<file path="src/rtl/ring_scan_pkg.sv">
// Shared types and constants for the ring-scanned four-digit hex display.
package ring_scan_pkg;

  typedef enum logic [1:0] {
    IDLE  = 2'd0,
    SCAN  = 2'd1,
    FAULT = 2'd2
  } state_t;

  // Segment patterns {g,f,e,d,c,b,a}, indexed by hex digit value (entry 15 first).
  localparam logic [15:0][6:0] SEG_TABLE = {
    7'h71, 7'h79, 7'h5E, 7'h39, 7'h7C, 7'h77, 7'h6F, 7'h7F,
    7'h07, 7'h7D, 7'h6D, 7'h66, 7'h4F, 7'h5B, 7'h06, 7'h3F
  };

  function automatic logic is_onehot(input logic [3:0] v);
    return (v != 4'd0) && ((v & (v - 4'd1)) == 4'd0);
  endfunction

  function automatic logic [3:0] rotl4(input logic [3:0] v);
    return {v[2:0], v[3]};
  endfunction

endpackage

</file>
<file path="src/rtl/ring_scan_display_hex_to_seg7.sv">
// Combinational hex digit to seven-segment decoder.
module hex_to_seg7
  import ring_scan_pkg::*;
(
  input  logic [3:0] hex,
  output logic [6:0] seg
);

  assign seg = SEG_TABLE[hex];

endmodule

</file>
<file path="src/rtl/ring_scan_display.sv">
// Drives a four-digit display from an external one-hot ring counter, counts
// rotations and traps illegal ring phases or steps.
module ring_scan_display
  import ring_scan_pkg::*;
#(
  parameter int ROT_W = 8
) (
  input  logic             clk,
  input  logic             reset,
  input  logic [3:0]       ring_q,
  input  logic             load_valid,
  input  logic [15:0]      load_data,
  output logic             load_ready,
  output logic [3:0]       an,
  output logic [6:0]       seg,
  output logic [ROT_W-1:0] rot_count,
  output logic             fault
);

  state_t      state;
  logic [15:0] data;
  logic [3:0]  prev_q;
  logic        rec_armed;
  logic [3:0]  digit;
  logic [6:0]  dec_seg;
  logic        transfer;
  logic        ring_ok;
  logic        step_ok;

  assign load_ready = !reset && (state != FAULT);
  assign transfer   = load_valid && load_ready;
  assign ring_ok    = is_onehot(ring_q);
  assign step_ok    = ring_ok && ((ring_q == prev_q) || (ring_q == rotl4(prev_q)));

  // Pick the stored digit that the current ring phase points at.
  always_comb begin
    digit = data[3:0];
    if (ring_q[3])      digit = data[15:12];
    else if (ring_q[2]) digit = data[11:8];
    else if (ring_q[1]) digit = data[7:4];
  end

  hex_to_seg7 u_hex_to_seg7 (
    .hex (digit),
    .seg (dec_seg)
  );

  // State machine, data capture, rotation counting and registered display outputs.
  // Recovery from FAULT needs two one-hot edges counted from inside FAULT;
  // rec_armed remembers the first of them.
  always_ff @(posedge clk) begin
    if (reset) begin
      state     <= IDLE;
      data      <= '0;
      prev_q    <= 4'b0001;
      an        <= '0;
      seg       <= '0;
      rot_count <= '0;
      fault     <= 1'b0;
      rec_armed <= 1'b0;
    end else begin
      prev_q <= ring_q;
      an     <= '0;
      seg    <= '0;
      case (state)
        IDLE: begin
          fault     <= 1'b0;
          rec_armed <= 1'b0;
          if (transfer) begin
            data      <= load_data;
            rot_count <= '0;
            state     <= SCAN;
          end
        end
        SCAN: begin
          if (transfer) begin
            data      <= load_data;
            rot_count <= '0;
          end else if ((prev_q == 4'b1000) && (ring_q == 4'b0001) && (rot_count != '1)) begin
            rot_count <= rot_count + ROT_W'(1);
          end
          if (!step_ok) begin
            state     <= FAULT;
            fault     <= 1'b1;
            rec_armed <= 1'b0;
          end else begin
            an  <= ring_q;
            seg <= dec_seg;
          end
        end
        FAULT: begin
          if (ring_ok && rec_armed) begin
            state     <= SCAN;
            fault     <= 1'b0;
            rec_armed <= 1'b0;
          end else begin
            rec_armed <= ring_ok;
          end
        end
        default: begin
          state     <= IDLE;
          fault     <= 1'b0;
          rec_armed <= 1'b0;
        end
      endcase
    end
  end

endmodule
</file>
<file path="config.mk">
export PLATFORM = sky130hd
export DESIGN_NAME = ring_scan_display
export DESIGN_NICKNAME = d
export VERILOG_FILES = /design/src/rtl/ring_scan_pkg.sv /design/src/rtl/ring_scan_display_hex_to_seg7.sv /design/src/rtl/ring_scan_display.sv
export SDC_FILE = /design/constraint.sdc
export NUM_CORES = 1
export LEC_CHECK = 0
export CAP_MARGIN = 25
export CORE_MARGIN = 4
export CORE_UTILIZATION = 51
export CTS_CLUSTER_DIAMETER = 50
export DETAILED_ROUTE_END_ITERATION = 6
export PLACE_DENSITY = 0.79
export SYNTH_ARGS = -nofsm -noshare
export SYNTH_HDL_FRONTEND = slang
export SYNTH_HIERARCHICAL = 1
export SYNTH_SLANG_ARGS = --single-unit
</file>
<file path="constraint.sdc">
create_clock -name clk -period 2.6 [get_ports clk]
set_clock_uncertainty 0.2 [all_clocks]
set_input_delay 0.26 -clock clk [delete_from_list [all_inputs] [get_ports clk]]
set_output_delay 0.26 -clock clk [all_outputs]
set_load 0.05 [all_outputs]
</file>
# Word level (Yosys, flattened, before mapping)
# Memory sizes are Yosys's and may differ from the RTL's. A register that Yosys moved wholly into a read port is not among the register bits.
# Cells that the tools add are included.
# W data, S select, Z words.
# totals
n_memories	1
latch_bits	0
ram_bits	0
word_cells	61
rom_bits	112
register_bits	36
in_bits	23
output_inout_bits	21
# classes
n_reduce_logical	19
div_mod_pow	0
multipliers	0
n_mux	17
add_sub_neg	2
eq_ne	12
shift	0
n_bitwise	3
n_lt_le_gt_ge	0
# memory_table
memory	depth	word_bits	rd	rd_ports_with_merged_regs	wr	line	source
(name not given)	16	7	1	1	0	ring_scan_display_hex_to_seg7.sv:9	assign seg = SEG_TABLE[hex];
# ops
operator	count
$mux W8	3
$pmux W8 S2	1
$mux W4	3
$add A8 B1 Y8 const B	1
$eq A4 B4 Y1	2
$ne A2 B2 Y1 const B	4
$ne A8 B8 Y1 const B	1
$logic_and A1 B1 Y1	7
$mux W2	3
$pmux W2 S3	1
$reduce_and A3 Y1	2
$and A4 B4 Y4	1
$eq A4 B1 Y1 const B	1
$eq A4 B4 Y1 const B	1
$logic_not A4 Y1	1
$mux W1	4
$pmux W1 S2	2
$reduce_and A2 Y1	2
$reduce_bool A4 Y1	1
$sub A4 B1 Y4 const B	1
$ne A3 B3 Y1 const B	1
$reduce_or A3 Y1	1
$eq A2 B1 Y1 const B	1
$eq A2 B2 Y1 const B	1
other kinds (6)	7

# Logic depth before layout (Yosys ltp)
# logic_depth
depth_word	7
ltp_mapped	10
ltp_nobuf	9

# Hierarchy
# The synthesis kept the hierarchy.
# by_module_without_submodules
mod	n_inst	area_each_um2	cells_per_inst	seq_area_each_um2
ring_scan_display	1	1934.4	221	860.8
hex_to_seg7	1	290.3	33	0.0

# Least setup slack after synthesis
# OpenSTA, ideal clock, no wires.
# synth_path
path_type	input to register
startpoint	input ring_q[2]
endpoint	register seg[3]
required_ns	2.285
path_stages	8
path_buffers	2
setup_slack_ns	0.160
setup_time_ns	0.115
arrival_time_ns	2.125
cell_sequence	buf_6 clkbuf_1 a21oi_1 o21ai_0 inv_1 ha_1 mux4_1 and2_1
# synth_between
elab_cells_between_ends	13
cone_classes	add/sub: 1; eq/ne: 2; mux: 2; bitwise: 2; reduce/logical: 6
# synth_rtl
item	line	source
start: declaration	ring_scan_display.sv:10	input logic [3:0] ring_q,
$mux W4	ring_scan_display.sv:39	else if (ring_q[2]) digit = data[11:8];
$mux W4	ring_scan_display.sv:38	if (ring_q[3]) digit = data[15:12];
via digit[1]	ring_scan_display.sv:24	logic [3:0] digit;
end signal: assignment	ring_scan_display.sv:88	seg <= dec_seg;
end: declaration	ring_scan_display.sv:15	output logic [6:0] seg,
# The timed path passes the listed nets, and every way through them passes these cells.
# A chain may end at the register's enable or synchronous reset.

# Worst setup path after layout
# layout_path
startpoint	input ring_q[1]
endpoint	register seg[3]
# layout_between
elab_cells_between_ends	14
cone_classes	add/sub: 1; eq/ne: 2; mux: 3; bitwise: 2; reduce/logical: 6
# layout_rtl
item	line	source
$mux W4	ring_scan_display.sv:40	else if (ring_q[1]) digit = data[7:4];
$mux W4	ring_scan_display.sv:39	
$mux W4	ring_scan_display.sv:38	
via digit[1]	ring_scan_display.sv:24	
# The timed path passes the listed nets, and every way through them passes these cells.

==> results.toml <==
[critical_path]
worst-path-stages = 9
endpoint = "seg[3]"
path_cells = "clkdlybuf4s50_1 > mux2i_1 > nor2_1 > a21oi_1 > o21ai_0 > inv_1 > ha_1 > mux4_1 > and2_1"
cp-end-kind = "register"
crit_family = "buffers and inverters"
startpoint = "ring_q[1]"
crit_slowest_cell = "clkdlybuf4s50_1"
worstRegToRegCells = 6
required_ns = 2.60
critPathKind = "in2reg"
rr_startpoint = "rot_count[0]"
ff2ff_setup_slack_ns = 0.42
reg2reg_to = "rot_count[6]"
crit_fanout = 5
start_kind = "primary input"
crit_buf_inv = 2
slowest_delay_ns = 0.60
cp.arrival_ns = 2.40

[power]
seqPwrFrac = 0.499
internal_power_mw = 1.037
power_frac_comb = 0.162
pwr_density_cell_nw_per_um2 = 481.0
p_sw_mw = 0.3539
pwr-share-clk = 0.340
leakage_nw = 1.120
ir_worst_vdd_mv = 0.3381
p_sw_frac = 0.2544
report.power.total_mw = 1.391

[die]
core_um2 = 4115
initial_core_util = 0.5406
die_area_um2 = 5483
die_x_um = 74.05
ios = 44
die_height_um = 74.05
num_rows = 23

[clock_tree]
clk_pin_slew_worst_paths_ns = 0.08
cts_setup_buffers = 0
hold_buffers = 0
cts_made_buffers = 5
cts-htree-levels = 2
cts_root_buffer = "clkbuf_8"
cts_resized = 0
clk_latency_ns = 0.30
cts_sinks = 43
clockBufferDepth = 2
cts_tree = "built"

[timing]
setup_viol = 0
slew_violations = 0
finalHoldViolCount = 0
worst_slew_pin_slew_ns = 0.5010
fin_ws_ns = 0.1957
tns_ns = 0
fmax_mhz = 415.9
relSlewSlack = 0.6650
fin_crit_ns = 2.404
post-route-period-util = 0.9247
whs_ns = 0.2571
rsz0062_at_grt = "no"

[grt]
first_global_vias = 1778
grt_first_pass_wirelength_um = 7866
grt_usage = 0.1817
grt_overflow_total = 0
antenna_found_initial = 0
grt_max_degree = 30

[detailed_routing]
final_antenna_net_count = 0
dr.pass1.iters = 4
drc_errors = 0
vias_per_cell = 5.331
vias = 1919
drt_iter0_markers = 74
drt_wl_total_um = 4576
wl_per_cell_um = 12.71

[finish]
multi_input_area_um2 = 1244
mostFrequentLayoutCells = "nand2_1 (44), dfxtp_1 (43), clkdlybuf4s50_1 (42)"
final_common_cell = "nand2_1"
drive_above_1_share = 0.1516
n_fill_cell = 359
final-seq-area_um2 = 860.8
area_growth_pct = 29.98
nets = 340
diodes = 0

[synth]
ys_ff_latch = 43
ys_seq_area_frac = 0.3870
async_flop_share = 0
mappedNetlistArea_um2 = 2225
post_synth_num_cell_types = 51
synth_nets = 285
synthCells = 254
synth_edf_count = 0
syn_area_per_cell_um2 = 8.758
ys.flop_type = "dfxtp_1"
synth.yosys.warnings = 6

[flow_run]
drv_cap = 0

[placement]
finalWeightedCongestion = 0.8257
pre_cts_slack_ns = -0.1287
io_buffers = 43
hpwlAfterDp_um = 3368

[worst_hold_path]
holdCritPathClass = "reg2reg"

[run_status]
outcome = "finished clean"
==> Yosys cell counts (2+ instances only) <==
library cell   n  area share
nand2_1       44       0.074
dfxtp_1       43        0.39
a21oi_1       27       0.061
nor2_1        13       0.022
and2_1        11       0.031
o21ai_0       10       0.022
ha_1           8       0.045
inv_1          8       0.013
nor2b_1        7       0.020
buf_2          6       0.013
mux2i_1        6       0.027
xor2_1         5       0.020
and3_1         4       0.011
clkbuf_1       4      0.0067
nor3_1         4      0.0090
xnor2_1        4       0.016
buf_6          3       0.015
mux2_2         3       0.015
nand3_1        3      0.0067
nor4b_1        3       0.012
a211oi_2       2       0.011
a31o_2         2      0.0079
a31oi_1        2      0.0056
nand2b_1       2      0.0056
nand3b_1       2      0.0067
nand4_1        2      0.0056
or3_4          2       0.010
==> layer usage <==
metal | share of wire | global-route usage | vias to the layer above
met3 | 0.054 | 0.03784 | 6
met5 | 0 | 0 | -
met4 | 0.015 | 0.07042 | 0
met1 | 0.47 | 0.2398 | 894
met2 | 0.46 | 0.2913 | 42
li1 | - | - | 977
==> cell type report <==
| cell class | count | area share |
|---|---|---|
| clock buffer | 7 | 0.03332 |
| multi-input combinational | 188 | 0.4301 |
| inverter | 8 | 0.01039 |
| timing repair buffer | 63 | 0.2042 |
| tap | 50 | 0.02164 |
| sequential | 43 | 0.2977 |
| clock inverter | 1 | 0.002596 |
==> tightest hold or removal path, stage by stage (launching register included) <==
cell and delay [ns]:
dfxtp_1 0.31, nand2_1 0.05, a21oi_1 0.05
==> how the worst min path moves through the flow <==
stage / cells after the start / from / endpoint
floorplan: 2 / load_data[0] / data[0]
global placement: 2 / data[13] / data[13]
detailed placement: 2 / data[13] / data[13]
CTS: 2 / data[13] / data[13]
global route: 2 / data[15] / data[15]
finish: 2 / data[13] / data[13]
==> flip-flops by register name, indices dropped and copies added, names as in the netlist <==
name / cells
seg: 7
state: 2
fault: 1
rec_armed: 1
data: 16
rot_count: 8
an: 4
prev_q: 4
==> cell families after synthesis <==
| kind of cell | synth area share |
|---|---|
| XOR/XNOR | 0.03543 |
| AO/OA/AOI/OAI | 0.1479 |
| adder cells (fa/ha/maj) | 0.04500 |
| buffers and inverters | 0.05399 |
| AND/OR/NAND/NOR | 0.2700 |
| flip-flops | 0.3870 |
| multiplexers | 0.06074 |
==> metrics by stage <==
stage | utilization | cell area [µm²] | instances
4_1_cts | 0.7026 | 2892 | 360
3_5_place_dp | 0.6774 | 2788 | 352
2_1_floorplan | - | 2225 | 254
5_1_grt | 0.7026 | 2892 | 360
3_3_place_gp | 0.6774 | 2788 | 352
6_report | 0.7026 | 2892 | 360
==> power groups by stage <==
stage          clock, mW  combinational (mW)  sequential (mW)
3_3_place_gp           0               0.219            0.708
6_report           0.473               0.225            0.693
3_5_place_dp           0               0.224            0.709
2_1_floorplan          0               0.138            0.708
4_1_cts            0.486               0.226            0.693
5_1_grt            0.503               0.250            0.696
Power figures use the tool's default switching activity.
